File: src/rtl/wb_burst_reader_if.sv
`default_nettype none
// ============================================================================
//  Module   : if_wb
//  Purpose  : Pipelined Wishbone bus bundle shared by an initiator and a
//             target.
//  Ports    : clk, rst - bus-side clock/reset (carried for completeness).
//  Signals  : cyc, stb, we, adr, dat_o (initiator -> target)
//             ack, stall, dat_i        (target -> initiator)
//  Revision : 1.0 - initial release
// ============================================================================
interface if_wb #(
  parameter int AW = 16,
  parameter int DW = 16
) (
  input logic clk,
  input logic rst
);
  logic          cyc;
  logic          stb;
  logic          we;
  logic [AW-1:0] adr;
  logic [DW-1:0] dat_o;
  logic          ack;
  logic          stall;
  logic [DW-1:0] dat_i;

  modport master (
    output cyc, stb, we, adr, dat_o,
    input  ack, stall, dat_i
  );

  modport slave (
    input  cyc, stb, we, adr, dat_o,
    output ack, stall, dat_i
  );
endinterface
`default_nettype wire

File: src/rtl/wb_burst_reader.sv
`default_nettype none
// ============================================================================
//  Module   : wb_burst_reader
//  Purpose  : Issues a burst of pipelined Wishbone reads from consecutive
//             word addresses and streams the returned words out, with a
//             watchdog that aborts a stalled burst.
//  Ports    : clk, rst_n       - clock, asynchronous active-low reset
//             wb               - pipelined Wishbone initiator
//             start/base/len   - burst request (sampled in IDLE only)
//             dout/dout_valid  - registered read data and its strobe
//             busy             - high whenever a burst is in progress
//             done/err         - end-of-burst pulse, err marks a timeout
//  Revision : 1.0 - initial release
// ============================================================================
module wb_burst_reader #(
  parameter int AW      = 16,
  parameter int DW      = 16,
  parameter int LENW    = 9,
  parameter int TIMEOUT = 255
) (
  input  logic            clk,
  input  logic            rst_n,
  if_wb.master            wb,
  input  logic            start,
  input  logic [AW-1:0]   base,
  input  logic [LENW-1:0] len,
  output logic [DW-1:0]   dout,
  output logic            dout_valid,
  output logic            busy,
  output logic            done,
  output logic            err
);

  localparam int              c_WD_W     = (TIMEOUT < 2) ? 1 : $clog2(TIMEOUT + 1);
  localparam logic [c_WD_W:0] c_WD_LIMIT = (c_WD_W + 1)'(TIMEOUT);

  typedef enum logic [1:0] {
    S_IDLE  = 2'd0,
    S_ISSUE = 2'd1,
    S_DRAIN = 2'd2
  } state_t;

  state_t              r_state;
  state_t              w_state_nxt;

  logic [AW-1:0]       r_adr;
  logic [LENW-1:0]     r_len;
  logic [LENW-1:0]     r_issued;
  logic [LENW-1:0]     r_acked;
  logic [c_WD_W-1:0]   r_wd;
  logic [DW-1:0]       r_dout;
  logic                r_dout_valid;
  logic                r_done;
  logic                r_err;

  logic                w_active;
  logic                w_accept;
  logic                w_ack_ok;
  logic [LENW-1:0]     w_issued_nxt;
  logic [LENW-1:0]     w_acked_nxt;
  logic [c_WD_W:0]     w_wd_inc;
  logic                w_wd_expire;
  logic                w_load;
  logic                w_done_nxt;
  logic                w_err_nxt;

  assign w_active = (r_state != S_IDLE);
  assign w_accept = (r_state == S_ISSUE) && !wb.stall;

  // An ack is only meaningful if it answers an outstanding request; the
  // request accepted this very cycle counts as outstanding so a
  // combinational-ack target is handled too.
  assign w_ack_ok = w_active && wb.ack &&
                    ({1'b0, r_acked} < ({1'b0, r_issued} + {{LENW{1'b0}}, w_accept}));

  assign w_issued_nxt = r_issued + {{(LENW-1){1'b0}}, w_accept};
  assign w_acked_nxt  = r_acked  + {{(LENW-1){1'b0}}, w_ack_ok};

  // The abort fires on the idle cycle whose increment would bring the
  // watchdog to TIMEOUT, so the exit cycle lands TIMEOUT+1 cycles after
  // the last bus event.
  assign w_wd_inc    = {1'b0, r_wd} + {{c_WD_W{1'b0}}, 1'b1};
  assign w_wd_expire = w_active && !w_accept && !w_ack_ok && (w_wd_inc >= c_WD_LIMIT);

  // --------------------------------------------------------------------------
  // FSM: state register
  // --------------------------------------------------------------------------
  always_ff @(posedge clk or negedge rst_n) begin
    if (!rst_n) begin
      r_state <= S_IDLE;
    end else begin
      r_state <= w_state_nxt;
    end
  end

  // --------------------------------------------------------------------------
  // FSM: next state and per-cycle controls
  // --------------------------------------------------------------------------
  always_comb begin
    w_state_nxt = r_state;
    w_load      = 1'b0;
    w_done_nxt  = 1'b0;
    w_err_nxt   = 1'b0;
    case (r_state)
      S_IDLE: begin
        if (start) begin
          if (len != '0) begin
            w_state_nxt = S_ISSUE;
            w_load      = 1'b1;
          end else begin
            w_done_nxt  = 1'b1;
          end
        end
      end
      S_ISSUE, S_DRAIN: begin
        if (w_acked_nxt == r_len) begin
          w_state_nxt = S_IDLE;
          w_done_nxt  = 1'b1;
        end else if (w_wd_expire) begin
          w_state_nxt = S_IDLE;
          w_done_nxt  = 1'b1;
          w_err_nxt   = 1'b1;
        end else if ((r_state == S_ISSUE) && (w_issued_nxt == r_len)) begin
          w_state_nxt = S_DRAIN;
        end
      end
      default: begin
        w_state_nxt = S_IDLE;
      end
    endcase
  end

  // --------------------------------------------------------------------------
  // Datapath: address, counters, watchdog, read data
  // --------------------------------------------------------------------------
  always_ff @(posedge clk or negedge rst_n) begin
    if (!rst_n) begin
      r_adr        <= '0;
      r_len        <= '0;
      r_issued     <= '0;
      r_acked      <= '0;
      r_wd         <= '0;
      r_dout       <= '0;
      r_dout_valid <= 1'b0;
      r_done       <= 1'b0;
      r_err        <= 1'b0;
    end else begin
      r_dout_valid <= w_ack_ok;
      r_done       <= w_done_nxt;
      r_err        <= w_err_nxt;
      if (w_ack_ok) begin
        r_dout <= wb.dat_i;
      end

      if (w_load) begin
        r_adr    <= base;
        r_len    <= len;
        r_issued <= '0;
        r_acked  <= '0;
      end else if (w_active) begin
        r_issued <= w_issued_nxt;
        r_acked  <= w_acked_nxt;
        if (w_accept) begin
          r_adr <= r_adr + AW'(1);
        end
      end

      if (w_load || (w_state_nxt == S_IDLE) || w_accept || w_ack_ok) begin
        r_wd <= '0;
      end else if (w_active) begin
        r_wd <= w_wd_inc[c_WD_W-1:0];
      end
    end
  end

  assign wb.cyc     = w_active;
  assign wb.stb     = (r_state == S_ISSUE);
  assign wb.we      = 1'b0;
  assign wb.adr     = r_adr;
  assign wb.dat_o   = '0;

  assign dout       = r_dout;
  assign dout_valid = r_dout_valid;
  assign busy       = w_active;
  assign done       = r_done;
  assign err        = r_err;

endmodule
`default_nettype wire

File: src/flat_wrapper.sv
// flat-port wrapper written by rule: the top's interface ports become plain ports
module wb_burst_reader_flat 
#(
  parameter int AW      = 16,
  parameter int DW      = 16,
  parameter int LENW    = 9,
  parameter int TIMEOUT = 255
)
  (clk, rst_n, start, base, len, dout, dout_valid, busy, done, err, rst, wb_cyc, wb_stb, wb_we, wb_adr, wb_dat_o, wb_ack, wb_stall, wb_dat_i);
  if_wb #(.AW(AW), .DW(DW)) wb_i (.clk(clk), .rst(rst));
  input  logic clk;
  input  logic rst_n;
  input  logic start;
  input  logic [AW-1:0] base;
  input  logic [LENW-1:0] len;
  output logic [DW-1:0] dout;
  output logic dout_valid;
  output logic busy;
  output logic done;
  output logic err;
  input wire logic rst;
  output wire logic [$bits(wb_i.cyc)-1:0] wb_cyc;
  output wire logic [$bits(wb_i.stb)-1:0] wb_stb;
  output wire logic [$bits(wb_i.we)-1:0] wb_we;
  output wire logic [$bits(wb_i.adr)-1:0] wb_adr;
  output wire logic [$bits(wb_i.dat_o)-1:0] wb_dat_o;
  input wire logic [$bits(wb_i.ack)-1:0] wb_ack;
  input wire logic [$bits(wb_i.stall)-1:0] wb_stall;
  input wire logic [$bits(wb_i.dat_i)-1:0] wb_dat_i;
  assign wb_cyc = wb_i.cyc;
  assign wb_stb = wb_i.stb;
  assign wb_we = wb_i.we;
  assign wb_adr = wb_i.adr;
  assign wb_dat_o = wb_i.dat_o;
  assign wb_i.ack = wb_ack;
  assign wb_i.stall = wb_stall;
  assign wb_i.dat_i = wb_dat_i;
  wb_burst_reader #(.AW(AW), .DW(DW), .LENW(LENW), .TIMEOUT(TIMEOUT)) u_core (.clk(clk), .rst_n(rst_n), .wb(wb_i), .start(start), .base(base), .len(len), .dout(dout), .dout_valid(dout_valid), .busy(busy), .done(done), .err(err));
endmodule
File: config.mk
export PLATFORM = sky130hd
export DESIGN_NAME = wb_burst_reader_flat
export DESIGN_NICKNAME = d
export VERILOG_FILES = /design/src/rtl/wb_burst_reader_if.sv /design/src/rtl/wb_burst_reader.sv /design/src/flat_wrapper.sv
export SDC_FILE = /design/constraint.sdc
export NUM_CORES = 1
export LEC_CHECK = 0
export ABC_AREA = 1
export BUFFER_PORTS_ARGS = -buffer_cell sky130_fd_sc_hd__buf_4
export CELL_PAD_IN_SITES_DETAIL_PLACEMENT = 0
export CELL_PAD_IN_SITES_GLOBAL_PLACEMENT = 1
export CORE_ASPECT_RATIO = 0.7
export CORE_UTILIZATION = 35
export CTS_CLUSTER_DIAMETER = 120
export CTS_CLUSTER_SIZE = 40
export DETAILED_ROUTE_END_ITERATION = 16
export MAX_ROUTING_LAYER = met4
export PLACE_DENSITY_LB_ADDON = 0.1
export SLEW_MARGIN = 20
export SYNTH_ARGS = -nofsm -noshare
export SYNTH_HDL_FRONTEND = slang
export SYNTH_SLANG_ARGS = --single-unit
File: constraint.sdc
create_clock -name clk -period 4.29 [get_ports clk]
set_input_delay 0.429 -clock clk [delete_from_list [all_inputs] [get_ports clk]]
set_output_delay 0.429 -clock clk [all_outputs]
set_load 0.005 [all_outputs]
==> results.yml <==
synth:
  synthCells: 625
  synth_xor_xnor_area_share_pct: 1.96
  synth-simple-area-share_pct: 31.3
  synth_top_family_by_area: "simple AND/OR/NAND/NOR gates"
  syn_area_per_cell_sq_um: 7.16
  synth_warnings: 0
  netlist_area_sq_um: 4480
  synth_compound_area_share_pct: 11.5
  yosysSeqAreaShare_pct: 40.3
  synth_mux_area_share_pct: 0
  yosysUniqueCellTypes: 38
  synth_fa_ha_area_share_pct: 3.63
  ys_ff_latch: 72
timing:
  fin_ws_ns: 0.236
  hold_viol: 0
  whs_ns: 0.242
  finalSetupTns_ns: 0
  fin_crit_sh_pct: 94.5
  slew_headroom_pct: 36.1
  period_needed_ns: 4.05
  maxSlewViolCount: 0
  tightest_slew_ns: 0.959
  fmax_mhz: 247
  finClkSkew_ns: 0.00356
  setup-violations-final: 0
global_route:
  grt_overflow: 0
  grt_max_degree: 73
  grt_first_pass_wirelength_um: 20200
  groute.usage.overall_pct: 20.1
  grt_pass1_vias: 4040
  antenna_found_initial: 0
worst_setup_path:
  max_stage_delay_ns: 0.39
  worst_path_most_repeated_cell: "nand2_1"
  arrival_ns: 4.27
  r2r_slack_ns: 0.24
  startpoint_type: "flop"
  path_class: "flop to flop"
  critPathBufInv: 7
  crit_path_max_fanout: 8
  cp-end-kind: "flop"
  crit_family: "simple AND/OR/NAND/NOR gates"
  cp.required_ns: 4.51
  slowest_stage: "dfrtp_1"
clock_network:
  h-tree-depth: 3
  insertion_delay_ns: 0.33
  clkSinkCount: 72
  numCtsBuffers: 9
  clockBufferDepth: 2
  cts_tree: "built"
  clk_pin_slew_worst_paths_ns: 0.06
  cts_root_buf: "clkbuf_16"
die:
  die_h_um: 96.6
  io_pins: 102
  core_sq_um: 12400
  die_area_sq_um: 13300
  dieWidth_um: 137
  placementRows: 34
  initial_utilization_pct: 36.0
routing:
  firstDrtPassIters: 5
  wire_per_inst_um: 13.8
  routed_wl_um: 12400
  drcViolationCount: 0
  drt-initial-drc-count: 201
  vias: 4272
  vias_per_cell: 4.76
  ant_nets: 0
job:
  drv_cap: 0
power:
  powerDensity_nw_per_um2: 650
  power.total_mw: 3.81
  worst_ir_drop_vdd_uv: 394
  p_leak_nw: 2.98
cells_and_area:
  fin_nets: 791
  final_common_cell: "nand2_1"
  area_growth_pct: 31.0
  postLayoutCoreUtil_pct: 47.2
  diodes: 0
  design_area_sq_um: 5860
  instances_no_fill: 898
  drive_gt1_share_pct: 23.6
  layout_common_cells: "191 x nand2_1, 113 x buf_4, 75 x inv_1"
placement:
  routabilityCongestion: 0.865
  dp_cells: 876
  dp_hpwl_um: 8970
  io_buffers: 83
  dp_slack_ns: -0.116
  placed_cell_area_sq_um: 5340
run_status:
  status: "complete, no violations"
min_path:
  hp-class: "primary input to async pin"
[layout make-up]
cell class	count	area (sq um)
fill	1235	6560
multi-input combinational	455	2370
sequential	72	1800
timing repair buffer	113	848
inverter	80	300
clock buffer	9	225
tap	162	203
clock inverter	7	120
[repair_timing]
action,4_1_cts,5_1_grt
endpoints found under the setup margin,9,12
hold buffers,0,0
buffers inserted,0,6
gates resized for setup,9,29
pin swaps,2,9
[sequential cells by signal, summed over array words and instances (netlist names)]
| signal | flops |
|---|---|
| u_core.r_state | 2 |
| u_core.r_acked | 9 |
| u_core.wb.adr | 16 |
| u_core.done | 1 |
| u_core.dout | 16 |
| u_core.r_issued | 9 |
| u_core.r_wd | 8 |
| u_core.dout_valid | 1 |
| u_core.r_len | 9 |
| u_core.err | 1 |
[synthesized netlist by cell type (all sizes together)]
cell    instances  area, sq um
nand2         204          803
inv            80          300
dfrtp          72         1800
o21ai          52          260
nor2           48          198
nand3          46          240
buf            24          166
o22ai          15         93.8
nand4          14         87.6
ha             13          163
a21oi          11         55.1
clkbuf         10         38.8
nor3            7         46.3
xor2            7         61.3
a31oi           3         18.8
xnor2           3         26.3
a22oi           2         15.0
a32oi           2         17.5
o211ai          2         15.0
o31ai           2         15.0
or2             2         12.5
a21boi          1         7.51
a22o            1         8.76
and2            1         6.26
and3            1         6.26
conb            1         3.75
o21bai          1         7.51
[report_power, final]
group	internal [mW]	switching [mW]	total [mW]
combinational	0.753	1.00	1.75
clock	0.569	0.307	0.876
sequential	0.934	0.252	1.19
[logic make-up after synthesis]
family / count (synthesis)
simple gates: 323
compound gates: 92
xor+xnor: 10
flops: 72
buf+inv: 114
other cells: 1
fa+ha+maj: 13
[worst paths after layout]
path                                    from              end  cells after the start
hold reg to reg               u_core.dout[1]   u_core.dout[1]                      2
hold / removal                         rst_n  u_core.dout[12]                      1
max in group asynchronous              rst_n  u_core.r_len[3]                      1
min in group clk                 wb_dat_i[1]   u_core.dout[1]                      3
setup / recovery           u_core.r_state[1]   u_core.r_wd[3]                     35
setup reg to reg           u_core.r_state[1]   u_core.r_wd[3]                     35
[worst reg2reg max path: cells and delay by family (launching register included)]
kind / cells / cell delay, ns
AO/OA/AOI/OAI: 3 / 0.45
adder cells (fa/ha/maj): 5 / 0.93
buffers and inverters: 7 / 0.50
flip-flops: 1 / 0.39
AND/OR/NAND/NOR: 20 / 1.67
[routing by layer]
layer  up-vias  global-route usage (%)  share of wire, %
li1       2193                       -                 -
met1      1946                    29.8                52
met2       124                    27.6                42
met3         9                    4.19               5.2
met4         0                    4.90              0.89
met5         -                       -                 0
(Power assumes the default switching activity.)
